--- config.mk ---
export PLATFORM = sky130hd
export DESIGN_NAME = vga_timing_gen
export DESIGN_NICKNAME = d
export VERILOG_FILES = /design/src/rtl/vga_pkg.sv /design/src/rtl/vga_timing_gen_sync_delay.sv /design/src/rtl/vga_timing_gen.sv
export SDC_FILE = /design/constraint.sdc
export NUM_CORES = 1
export LEC_CHECK = 0
export CAP_MARGIN = 20
export CELL_PAD_IN_SITES_DETAIL_PLACEMENT = 0
export CELL_PAD_IN_SITES_GLOBAL_PLACEMENT = 2
export CORE_AREA = 2 2 69 71
export CTS_CLUSTER_SIZE = 28
export DETAILED_ROUTE_END_ITERATION = 8
export DIE_AREA = 0 0 71 73
export GPL_ROUTABILITY_DRIVEN = 1
export PLACE_DENSITY_LB_ADDON = 0.1
export SLEW_MARGIN = 15
export SYNTH_ARGS = -nofsm -noshare
export SYNTH_HDL_FRONTEND = slang
export SYNTH_SLANG_ARGS = --single-unit
--- constraint.sdc ---
create_clock -name vga_clk -period 4.3 [get_ports vga_clk]
set_input_delay 1.29 -clock vga_clk [delete_from_list [all_inputs] [get_ports vga_clk]]
set_output_delay 1.29 -clock vga_clk [all_outputs]
set_load 0.01 [all_outputs]
--- src/rtl/vga_pkg.sv ---
// VGA 640x480@60 timing defaults and the coordinate type shared with the renderers.
package vga_pkg;

  localparam int unsigned COORD_W = 10;
  typedef logic [COORD_W-1:0] coord_t;

  localparam int unsigned DEF_H_VISIBLE = 640;
  localparam int unsigned DEF_H_FP      = 16;
  localparam int unsigned DEF_H_SYNC    = 96;
  localparam int unsigned DEF_H_BP      = 48;
  localparam int unsigned DEF_V_VISIBLE = 480;
  localparam int unsigned DEF_V_FP      = 10;
  localparam int unsigned DEF_V_SYNC    = 2;
  localparam int unsigned DEF_V_BP      = 33;

  localparam int unsigned H_TOTAL  = DEF_H_VISIBLE + DEF_H_FP + DEF_H_SYNC + DEF_H_BP;
  localparam int unsigned V_TOTAL  = DEF_V_VISIBLE + DEF_V_FP + DEF_V_SYNC + DEF_V_BP;
  localparam int unsigned HS_START = DEF_H_VISIBLE + DEF_H_FP;
  localparam int unsigned HS_END   = HS_START + DEF_H_SYNC;
  localparam int unsigned VS_START = DEF_V_VISIBLE + DEF_V_FP;
  localparam int unsigned VS_END   = VS_START + DEF_V_SYNC;

  // Sync/enable bundle carried through the pin delay line.
  typedef struct packed {
    logic hs;
    logic vs;
    logic blank;
  } sync_t;

  localparam sync_t SYNC_RST = '{hs: 1'b1, vs: 1'b1, blank: 1'b0};

endpackage

--- src/rtl/vga_timing_gen_sync_delay.sv ---
// Fixed-depth shift register that retimes sync/enable to the renderers' RGB latency.
module sync_delay
  import vga_pkg::*;
#(
  parameter int unsigned DEPTH = 2
) (
  input  logic  vga_clk,
  input  logic  reset_n,
  input  sync_t d,
  output sync_t q
);

  sync_t stage [DEPTH];

  always_ff @(posedge vga_clk or negedge reset_n) begin
    if (!reset_n) begin
      for (int i = 0; i < int'(DEPTH); i++) stage[i] <= SYNC_RST;
    end else begin
      stage[0] <= d;
      for (int i = 1; i < int'(DEPTH); i++) stage[i] <= stage[i-1];
    end
  end

  assign q = stage[DEPTH-1];

endmodule

--- src/rtl/vga_timing_gen.sv ---
// VGA raster counters with registered sync/blank/pulse decode and pin-aligned delayed syncs.
module vga_timing_gen
  import vga_pkg::*;
#(
  parameter int unsigned H_VISIBLE = DEF_H_VISIBLE,
  parameter int unsigned H_FP      = DEF_H_FP,
  parameter int unsigned H_SYNC    = DEF_H_SYNC,
  parameter int unsigned H_BP      = DEF_H_BP,
  parameter int unsigned V_VISIBLE = DEF_V_VISIBLE,
  parameter int unsigned V_FP      = DEF_V_FP,
  parameter int unsigned V_SYNC    = DEF_V_SYNC,
  parameter int unsigned V_BP      = DEF_V_BP,
  parameter int unsigned PIPE_DLY  = 2
) (
  input  logic   vga_clk,
  input  logic   reset_n,
  output coord_t DrawX,
  output coord_t DrawY,
  output logic   blank,
  output logic   hs,
  output logic   vs,
  output logic   line_start,
  output logic   frame_start,
  output logic   hs_d,
  output logic   vs_d,
  output logic   blank_d
);

  localparam coord_t H_LAST = COORD_W'(H_VISIBLE + H_FP + H_SYNC + H_BP - 1);
  localparam coord_t V_LAST = COORD_W'(V_VISIBLE + V_FP + V_SYNC + V_BP - 1);
  localparam coord_t H_VIS  = COORD_W'(H_VISIBLE);
  localparam coord_t V_VIS  = COORD_W'(V_VISIBLE);
  localparam coord_t HS_BEG = COORD_W'(H_VISIBLE + H_FP);
  localparam coord_t HS_FIN = COORD_W'(H_VISIBLE + H_FP + H_SYNC);
  localparam coord_t VS_BEG = COORD_W'(V_VISIBLE + V_FP);
  localparam coord_t VS_FIN = COORD_W'(V_VISIBLE + V_FP + V_SYNC);

  coord_t h_cnt, v_cnt;
  coord_t h_nxt, v_nxt;
  logic   h_wrap, v_wrap;
  sync_t  sync_now, sync_dly;

  // Next-state counters; status flags below decode these so they align with DrawX/DrawY.
  always_comb begin
    h_wrap = (h_cnt == H_LAST);
    v_wrap = (v_cnt == V_LAST);
    h_nxt  = h_wrap ? '0 : h_cnt + COORD_W'(1);
    v_nxt  = v_cnt;
    if (h_wrap) v_nxt = v_wrap ? '0 : v_cnt + COORD_W'(1);
  end

  always_ff @(posedge vga_clk or negedge reset_n) begin
    if (!reset_n) begin
      h_cnt       <= '0;
      v_cnt       <= '0;
      blank       <= 1'b1;
      hs          <= 1'b1;
      vs          <= 1'b1;
      line_start  <= 1'b0;
      frame_start <= 1'b0;
    end else begin
      h_cnt       <= h_nxt;
      v_cnt       <= v_nxt;
      blank       <= (h_nxt < H_VIS) && (v_nxt < V_VIS);
      hs          <= !((h_nxt >= HS_BEG) && (h_nxt < HS_FIN));
      vs          <= !((v_nxt >= VS_BEG) && (v_nxt < VS_FIN));
      line_start  <= h_wrap;
      frame_start <= h_wrap && v_wrap;
    end
  end

  assign DrawX = h_cnt;
  assign DrawY = v_cnt;

  assign sync_now = '{hs: hs, vs: vs, blank: blank};

  sync_delay #(.DEPTH(PIPE_DLY)) u_sync_delay (
    .vga_clk (vga_clk),
    .reset_n (reset_n),
    .d       (sync_now),
    .q       (sync_dly)
  );

  assign hs_d    = sync_dly.hs;
  assign vs_d    = sync_dly.vs;
  assign blank_d = sync_dly.blank;

endmodule

==> impl_metrics.toml <==
[setup_path]
cpLargestDelayFamily = "buffers and inverters"
cp.required_ns = 3.01
worstPathArrival_ns = 1.44
worstPathCellList = "clkdlybuf4s50_1"
cp-end-kind = "output pin"
cp_max_stage_delay_ns = 0.61
worst_setup_path_start_kind = "flop"
worstPathMaxFanout = 11
crit_buf_inv = 1
worstSetupPathType = "flop to output pin"
slowest_stage = "clkdlybuf4s50_1"

[routing]
drc = 0
detailroute.via_count = 1127
dr.pass1.iters = 4
detailed_route_wire_length_mm = 3.26
vias_per_cell = 5.08
average_routed_wire_per_standard_cell_um = 14.7
drt_iter0_drc = 33
routed_antenna_nets = 0

[clock_tree]
tritoncts = "built"
cts_buffer_depth = 2
post_cts_resize_count = 0
postCtsSetupBuffers = 0
clock_tree.root_cell = "clkbuf_8"
cts.sink_count = 31
clock_latency_ns = 0.29
path_clk_slew_ns = 0.08
cts_htree_levels = 2
cts_made_buffers = 5
hold_buffers = 0

[synthesis]
synth.distinct_cells = 44
syn-mean-instance-area_sq_um = 11.2
synth_sequential_area_ratio_pct = 52.2
yosys_warnings = 0
muxShareOfSynthArea_pct = 0.666
ys_seq_elements = 31
synth_enable_flop_cells = 0
synth_top_area_share_pct = 40.0
synth-adder-area-share_pct = 2.50
synth_xor_area_share_pct = 6.99
mappedNetlistNets = 139
synth-compound-area-share_pct = 9.41
syn_inst = 134
synth_top_cells_by_area = "dfrtp_1 (40%), dfstp_2 (12%), xnor2_1 (4.1%)"
postSynth.asyncResetShare_pct = 100
synth_area_leader_cell = "dfrtp_1"
synth.cells.most_frequent = "dfrtp_1 (24), nand2_1 (12), nor2_1 (10)"
synth_ff_type = "dfrtp_1"
synth_top_family_by_area = "simple AND/OR/NAND/NOR gates"
synth.cell_area_sq_mm = 0.00150
synth-simple-area-share_pct = 25.2
most_used_standard_cell_by_instance_count_after_synthesis = "dfrtp_1"

[place]
place_hpwl_mm = 2.35
place.port_buffers = 29
gp_routability_congestion = 0.821

[timing]
portion_of_the_clock_cycle_consumed_by_the_worst_path_in_the_final_layout_pct = 63.5
finalHoldViolCount = 0
worst_slew_pin_slew_ns = 0.546
timing.hold.ws_ns = 0.353
finalSetupTns_ns = 0
fmax_mhz = 366
relSlewSlack_pct = 63.3
layout_min_cycle_time_ns = 2.73
fin_skew_ns = 0.0151
setup-violations-final = 0
slew_viol_final = 0
grt_setup_unrepaired = "false"

[power]
p_leak_nw = 0.824
worst_vdd_ir_uv = 255
power.density_mw_per_mm2 = 307

[final_layout]
layout.nets = 172
post_route_cells_drive_above_1_share_pct = 17.9
diodes = 0
layout.filler_cells = 429
area_growth_pct = 30.1

[floorplan]
std_cell_rows = 25
io-pin-count = 30
floorplan.die.height_um = 73
fp.dieArea_sq_mm = 0.00518
initial_utilization_pct = 33.1
fp.coreArea_sq_mm = 0.00454
fp.dieW_um = 71

[min_path]
hold_class = "flop to flop"

[global_route]
number_of_global_route_vias_before_repair = 1137
grt_use_total_pct = 14.2
grt_max_degree = 32
first_pass_grt_wire_length_mm = 5.64
grtUsageMet2_pct = 21.4
number_of_antenna_violations_at_the_first_check_in_global_routing = 0
grtUsageMet1_pct = 18.7
grt_peak_use_layer = "met2"
met3_usage_pct = 3.87
grt-ovfl-total = 0

[outcome]
run_status = "finished, final reports clean"

[run]
max_cap_violations = 0
-- cells in the final DEF, fill, tap and decap left out, drive strengths merged, types with 6 or more instances in the layout --
cell type / count
nand3: 8
dfrtp: 24
clkdlybuf4s50: 29
dfstp: 7
nor2: 10
o21ai: 9
clkbuf: 6
nand2: 12
xnor2: 7
-- layout make-up --
class / instances / area, sq um / share of cell area, %
Sequential cell: 31 / 785 / 40.1
Multi-Input combinational cell: 95 / 673 / 34.4
Timing Repair Buffer: 30 / 298 / 15.2
Clock buffer: 6 / 82.6 / 4.22
Tap cell: 54 / 67.6 / 3.45
Clock inverter: 2 / 35.0 / 1.79
Inverter: 4 / 15.0 / 0.768
-- sequential cells by signal, indices dropped and copies added, names as in the netlist --
signal / flops
DrawX: 10
DrawY: 10
u_sync_delay.q: 3
u_sync_delay.stage: 3
blank: 1
frame_start: 1
hs: 1
line_start: 1
vs: 1
-- per-layer routing --
layer | share of wire, % | up-vias
met5 | 0 | -
met4 | 1.3 | 0
met3 | 4.4 | 4
met2 | 46 | 23
met1 | 49 | 557
li1 | - | 543
-- path summary, 6_finish.rpt --
check / start / cells after the start / endpoint / slack (ns)
setup / recovery: DrawX[5] / 1 / DrawX[5] / 1.57
hold / removal: u_sync_delay.stage[3] / 0 / u_sync_delay.q[0] / 0.35
setup reg to reg: DrawX[0] / 8 / vs / 1.86
hold reg to reg: u_sync_delay.stage[3] / 0 / u_sync_delay.q[0] / 0.35
max in group asynchronous: reset_n / 2 / hs / 2.58
min in group asynchronous: reset_n / 2 / DrawX[8] / 1.39
-- report_power, final --
group | leakage (nW) | internal, mW | switching, mW
sequential | 0.384 | 0.292 | 0
clock | 0.0612 | 0.187 | 0.114
combinational | 0.378 | 0.00139 | 0.00552
total | 0.824 | 0.481 | 0.119
-- cell families after synthesis --
group / count (synthesis)
DFF: 31
buffers and inverters: 8
adders and majority gates: 3
and+or+nand+nor: 60
muxes: 1
xor gates and xnor gates: 12
AOI/OAI and AO/OA: 19
-- through the flow --
stage | power (mW) | area [sq um] | util (%) | worst slack (ns) | std cells
after floorplan | 0.297 | 1500 | - | 2.14 | 134
after global placement | 0.305 | 1840 | 40.5 | 1.87 | 214
after detailed placement | 0.305 | 1840 | 40.5 | 1.87 | 214
after CTS | 0.611 | 1960 | 43.1 | 1.55 | 222
after global routing | 0.620 | 1960 | 43.1 | 1.48 | 222
final | 0.600 | 1960 | 43.1 | 1.57 | 222
Power figures use the tool's default switching activity.
